**src/rtl/div_pkg.sv**
```systemverilog
// Shared definitions for the iterative signed divider.
package div_pkg;

    localparam int WIDTH_DEF = 32;

    function automatic int cnt_w(input int w);
        return $clog2(w) + 1;
    endfunction

    localparam int CNT_W = cnt_w(WIDTH_DEF);

    typedef enum logic [1:0] {
        IDLE = 2'd0,
        RUN  = 2'd1,
        SIGN = 2'd2,
        DONE = 2'd3
    } state_t;

endpackage

```
**src/rtl/div_iter_addsub32.sv**
```systemverilog
// Adder/subtractor built from 8-bit carry-lookahead slices.
module div_cla8 (
    input  logic [7:0] a,
    input  logic [7:0] b,
    input  logic       cin,
    output logic [7:0] s,
    output logic       bigg,
    output logic       bigp
);

    logic [7:0] g;
    logic [7:0] p;
    logic [7:0] c;
    logic       gg;
    logic       pp;

    always_comb begin
        g    = a & b;
        p    = a ^ b;
        gg   = 1'b0;
        pp   = 1'b1;
        c    = '0;
        c[0] = cin;
        // Each carry is formed from the group terms below it, not rippled.
        for (int i = 0; i < 7; i++) begin
            gg = 1'b0;
            pp = 1'b1;
            for (int j = 0; j <= i; j++) begin
                gg = g[j] | (p[j] & gg);
                pp = pp & p[j];
            end
            c[i+1] = gg | (pp & cin);
        end
        bigg = 1'b0;
        for (int i = 0; i < 8; i++) begin
            bigg = g[i] | (p[i] & bigg);
        end
        bigp = &p;
        s    = p ^ c;
    end

endmodule

module addsub32 #(
    parameter int W = 32
) (
    input  logic [W-1:0] a,
    input  logic [W-1:0] b,
    input  logic         sub,
    output logic [W-1:0] sum,
    output logic         cout
);

    localparam int NS = W / 8;

    logic [W-1:0] bx;
    logic [NS:0]  ch;
    logic [NS-1:0] gg;
    logic [NS-1:0] gp;

    assign bx = b ^ {W{sub}};

    for (genvar k = 0; k < NS; k++) begin : g_slice
        div_cla8 u_slice (
            .a    (a[8*k +: 8]),
            .b    (bx[8*k +: 8]),
            .cin  (ch[k]),
            .s    (sum[8*k +: 8]),
            .bigg (gg[k]),
            .bigp (gp[k])
        );
    end

    always_comb begin
        ch    = '0;
        ch[0] = sub;
        for (int k = 0; k < NS; k++) begin
            ch[k+1] = gg[k] | (gp[k] & ch[k]);
        end
    end

    assign cout = ch[NS];

endmodule

```
**src/rtl/div_iter.sv**
```systemverilog
// Multicycle signed restoring divider for the multdiv path.
module div_iter
    import div_pkg::*;
#(
    parameter int WIDTH = WIDTH_DEF
) (
    input  logic             clock,
    input  logic             reset_n,
    input  logic             ctrl_DIV,
    input  logic [WIDTH-1:0] data_operandA,
    input  logic [WIDTH-1:0] data_operandB,
    output logic [WIDTH-1:0] data_result,
    output logic [WIDTH-1:0] data_remainder,
    output logic             data_exception,
    output logic             data_resultRDY,
    output logic             busy
);

    localparam int CW = cnt_w(WIDTH);

    state_t           state;
    state_t           nstate;
    logic [WIDTH-1:0] r;
    logic [WIDTH-1:0] q;
    logic [WIDTH-1:0] absb;
    logic             qsign;
    logic             rsign;
    logic             divz;
    logic [CW-1:0]    cnt;

    logic [WIDTH-1:0] rs;
    logic [WIDTH-1:0] a0;
    logic [WIDTH-1:0] b0;
    logic [WIDTH-1:0] s0;
    logic             c0;
    logic [WIDTH-1:0] a1;
    logic [WIDTH-1:0] b1;
    logic [WIDTH-1:0] s1;
    logic             c1;
    logic [WIDTH-1:0] absa_n;
    logic [WIDTH-1:0] absb_n;

    assign rs = {r[WIDTH-2:0], q[WIDTH-1]};

    // Both adders are shared: magnitudes at start, trial in RUN, signs at the end.
    always_comb begin
        a0 = rs;
        b0 = absb;
        a1 = '0;
        b1 = r;
        unique case (state)
            IDLE, DONE: begin
                a0 = '0;
                b0 = data_operandA;
                b1 = data_operandB;
            end
            SIGN: begin
                a0 = '0;
                b0 = q;
            end
            default: ;
        endcase
    end

    addsub32 #(.W(WIDTH)) u_trial (
        .a    (a0),
        .b    (b0),
        .sub  (1'b1),
        .sum  (s0),
        .cout (c0)
    );

    addsub32 #(.W(WIDTH)) u_neg (
        .a    (a1),
        .b    (b1),
        .sub  (1'b1),
        .sum  (s1),
        .cout (c1)
    );

    assign absa_n = data_operandA[WIDTH-1] ? s0 : data_operandA;
    assign absb_n = data_operandB[WIDTH-1] ? s1 : data_operandB;

    always_comb begin
        nstate = state;
        unique case (state)
            IDLE: if (ctrl_DIV) nstate = RUN;
            RUN:  if (cnt == CW'(WIDTH - 1)) nstate = SIGN;
            SIGN: nstate = DONE;
            DONE: nstate = ctrl_DIV ? RUN : IDLE;
            default: nstate = IDLE;
        endcase
    end

    always_ff @(posedge clock or negedge reset_n) begin
        if (!reset_n) begin
            state          <= IDLE;
            r              <= '0;
            q              <= '0;
            absb           <= '0;
            qsign          <= 1'b0;
            rsign          <= 1'b0;
            divz           <= 1'b0;
            cnt            <= '0;
            data_result    <= '0;
            data_remainder <= '0;
            data_exception <= 1'b0;
        end else begin
            state <= nstate;
            unique case (state)
                IDLE, DONE: begin
                    if (ctrl_DIV) begin
                        r     <= '0;
                        q     <= absa_n;
                        absb  <= absb_n;
                        qsign <= data_operandA[WIDTH-1] ^ data_operandB[WIDTH-1];
                        rsign <= data_operandA[WIDTH-1];
                        // ~B + 1 carries out only when B is zero.
                        divz  <= c1;
                        cnt   <= '0;
                    end
                end
                RUN: begin
                    r   <= c0 ? s0 : rs;
                    q   <= {q[WIDTH-2:0], c0};
                    cnt <= cnt + CW'(1);
                end
                SIGN: begin
                    data_result    <= divz ? '0 : (qsign ? s0 : q);
                    data_remainder <= divz ? '0 : (rsign ? s1 : r);
                    data_exception <= divz;
                end
                default: ;
            endcase
        end
    end

    assign data_resultRDY = (state == DONE);
    assign busy           = (state == RUN) || (state == SIGN);

endmodule

```
**config.mk**
```make
export PLATFORM = sky130hd
export DESIGN_NAME = div_iter
export DESIGN_NICKNAME = d
export VERILOG_FILES = /design/src/rtl/div_pkg.sv /design/src/rtl/div_iter_addsub32.sv /design/src/rtl/div_iter.sv
export SDC_FILE = /design/constraint.sdc
export NUM_CORES = 1
export LEC_CHECK = 0
export CORE_MARGIN = 2
export CORE_UTILIZATION = 65
export CTS_BUF_LIST = sky130_fd_sc_hd__clkbuf_2
export DETAILED_ROUTE_END_ITERATION = 10
export DONT_BUFFER_PORTS = 1
export PLACE_DENSITY = 0.81
export SYNTH_ARGS = -nofsm -noshare
export SYNTH_HDL_FRONTEND = slang
export SYNTH_HIERARCHICAL = 1
export SYNTH_SLANG_ARGS = --single-unit
```
**constraint.sdc**
```tcl
create_clock -name clock -period 8.73 [get_ports clock]
set_input_delay 0.873 -clock clock [delete_from_list [all_inputs] [get_ports clock]]
set_output_delay 0.873 -clock clock [all_outputs]
set_load 0.05 [all_outputs]
```
==> metrics.md <==
| Metric | Value |
|---|---|
| I/O Buffers | 0 |
| Setup CP Type | reg2reg |
| CP Max Fanout | 56 |
| Nets | 1,615 |
| Slew @ Worst Pin | 1.13 ns |
| Initial antenna violation count | 3 |
| Gr usage total | 31.3% |
| Max-slew violations | 0 |
| Post-DP HPWL | 24,700 µm |
| Final wirelength | 34,900 µm |
| Fmax | 177 MHz |
| DR WL/cell | 19.8 µm |
| CTS buffer count | 17 |
| Initial drt markers | 1,112 |
| Drt via density | 6.47 |
| DRC violations left | 0 |
| Yosys cell types | 60 |
| Asr flop ratio synth | 100% |
| Largest net degree at the start of global routing | 173 |
| Leading cell type in the layout, fill and taps excluded | dfrtp_1 |
| Clk sinks | 172 |
| Unrepaired setup endpoints after global routing | no |
| Number of global-route vias before repair | 10,400 |
| Chip width | 150 µm |
| Largest buffer count on any clock path | 2 |
| Clock latency at the later pin of the worst-skew pair | 0.77 ns |
| Core area | 21,000 µm² |
| Max-slew headroom | 24.8% |
| Syn avg cell area | 9.18 µm² |
| Synthesis-to-layout area growth | 2.88% |
| Clock Skews | 0.0325 ns |
| Post-route cell area | 14,200 µm² |
| Routed Antenna Nets | 0 |
| Synth Flop Type | dfrtp_1 |
| Initial Util | 65.9% |
| Number of synthesized flops with an enable pin | 0 |
| Root buf cell | clkbuf_2 |
| Post-synthesis cell area | 13,800 µm² |
| Reg clk slew, reported paths | 0.26 ns |
| Placement Rows | 53 |
| Crit share post-route | 64.8% |
| IO Pins | 134 |
| Area after DPL | 13,900 µm² |
| Largest stage delay, worst path | 0.56 ns |
| Top cell by count, worst path | o21ai_0 |
| Run status | finished, final reports clean |
| Die ar. | 22,400 µm² |
| Vias | 11,400 |
| Max Cap Violations | 0 |
| Fill count | 1,711 |
| Gpl congestion | 0.932 |
| Die height | 150 µm |
| Synth Instances | 1,504 |
| Number of setup buffers added after CTS | 0 |
| CTS HTree Levels | 4 |
| CP Capture Type | register |
| Critical path cell sequence | inv_1, ha_2, inv_2, buf_4, a22oi_1, o21ai_0, xor2_1, ha_1, o21ai_0, o21ai_1, nand2_1, o21ai_0, a21o_1, a21o_1, a31o_2, buf_4, mux2i_1, nor2_1, a22o_1 |
| Final setup viols | 0 |
| Remaining Overflow, GRT | 0 |
| First-pass GRT wire length | 55,700 µm |
| Final hold viol count | 0 |
| CTS tree | done |
| FF+latch count, synth | 172 |
| CTS resizes | 0 |
| Min Tclk post-route | 5.66 ns |
| YS warnings | 6 |
| Critical path's slowest cell | buf_4 |
| First-pass DRT Iterations | 5 |
| Hold WC Path Type | in2async |
| Startpoint types | register |
| Layout cells sized above 1 | 11.5% |
| Post-CTS Hold Buffers | 1 |
| CP required | 9.40 ns |
| Setup TNS | 0 ns |
| CP arrival | 6.32 ns |
| Seq/Total Area, Yosys | 31.2% |
| Most frequent cells in the layout | dfrtp_1, mux2i_1, o22ai_1 |
-- path summary, 6_finish.rpt --
| path | end | depth (start not counted) | slack, ns | from |
|---|---|---|---|---|
| min in group clock | absb[31]$_DFFE_PN0P_ | 2 | 0.28 | data_operandB[31] |
| hold reg to reg | absb[19]$_DFFE_PN0P_ | 2 | 0.51 | absb[19]$_DFFE_PN0P_ |
| setup / recovery | r[25]$_DFFE_PN0P_ | 19 | 3.07 | state[0]$_DFFE_PN0P_ |
| hold / removal | q[8]$_DFFE_PN0P_ | 1 | 0.11 | reset_n |
| max in group asynchronous | rsign$_DFFE_PN0P_ | 1 | 7.95 | reset_n |
| setup reg to reg | r[25]$_DFFE_PN0P_ | 19 | 3.07 | state[0]$_DFFE_PN0P_ |
-- through the flow --
step	cells	util, %	hold slack, ns	setup slack, ns
final	1758	67.8	0.109	3.07
after detailed placement	1724	66.4	0.470	3.23
after global routing	1758	67.8	0.136	2.73
after CTS	1757	67.8	0.119	3.16
after global placement	1724	66.4	0.463	3.43
after floorplan	1547	-	0.450	4.17
-- worst max-delay path: cells and delay by family (launching register included) --
family                   cells  cell delay (ns)
buffers and inverters        4             1.70
AND/OR/NAND/NOR              2             0.14
multiplexers                 1             0.26
flip-flops                   1             0.51
AO/OA/AOI/OAI                9             2.11
XOR/XNOR                     1             0.11
adder cells (fa/ha/maj)      2             0.71
-- layer usage --
layer	routed length (µm)	track usage, %	vias up
met5	32	0	-
met4	436	6.65	4
met3	3520	6.89	40
met2	14800	44.2	471
met1	16100	48.9	5482
li1	-	-	5372
-- registers in the layout (all words and copies together) (netlist names) --
name and cells:
q 32, r 32, divz 1, state 2
data_result 32, cnt 6, data_remainder 32, absb 32
qsign 1, rsign 1, data_exception 1
-- cell usage after synthesis, types with 6 or more instances --
library cell	n	share of area, %
a211oi_1	6	0.33
a21o_1	18	0.98
a21oi_1	73	2.6
a22o_1	32	2.0
a22oi_1	32	1.7
a311oi_1	6	0.38
a31oi_1	9	0.41
and2_1	33	1.5
buf_2	67	2.4
clkbuf_1	32	0.87
dfrtp_1	172	31
fa_1	8	1.2
ha_1	71	6.4
inv_1	89	2.4
mux2_2	95	7.7
mux2i_1	134	9.7
nand2_1	98	2.7
nand3_1	14	0.51
nand4_1	17	0.77
nor2_1	66	1.8
nor3_1	18	0.65
o211ai_1	7	0.38
o21ai_0	78	2.8
o221ai_1	6	0.38
o22ai_1	124	5.6
xnor2_1	29	1.8
xor2_1	86	5.5
-- logic make-up after synthesis --
kind of cell / after synthesis / share of synthesized area [%]
AOI/OAI and AO/OA: 435 / 20.8
xor gates and xnor gates: 115 / 7.30
adders and majority gates: 79 / 7.60
buffers and inverters: 198 / 6.21
DFF: 172 / 31.2
muxes: 230 / 17.6
other: 2 / 0.0544
and+or+nand+nor: 273 / 9.23
-- cell type report --
class / instances / area (µm²) / share of cell area [%]
Multi-Input combinational cell: 1177 / 8840 / 62.2
Sequential cell: 172 / 4310 / 30.3
Antenna cell: 1 / 2.50 / 0.0176
Clock inverter: 13 / 173 / 1.22
Clock buffer: 19 / 95.1 / 0.670
Tap cell: 275 / 344 / 2.42
Timing Repair Buffer: 12 / 110 / 0.775
Inverter: 89 / 334 / 2.35
Power is not shown: default switching activity piles up to over one toggle a cycle in this logic, so the estimate is an artifact.
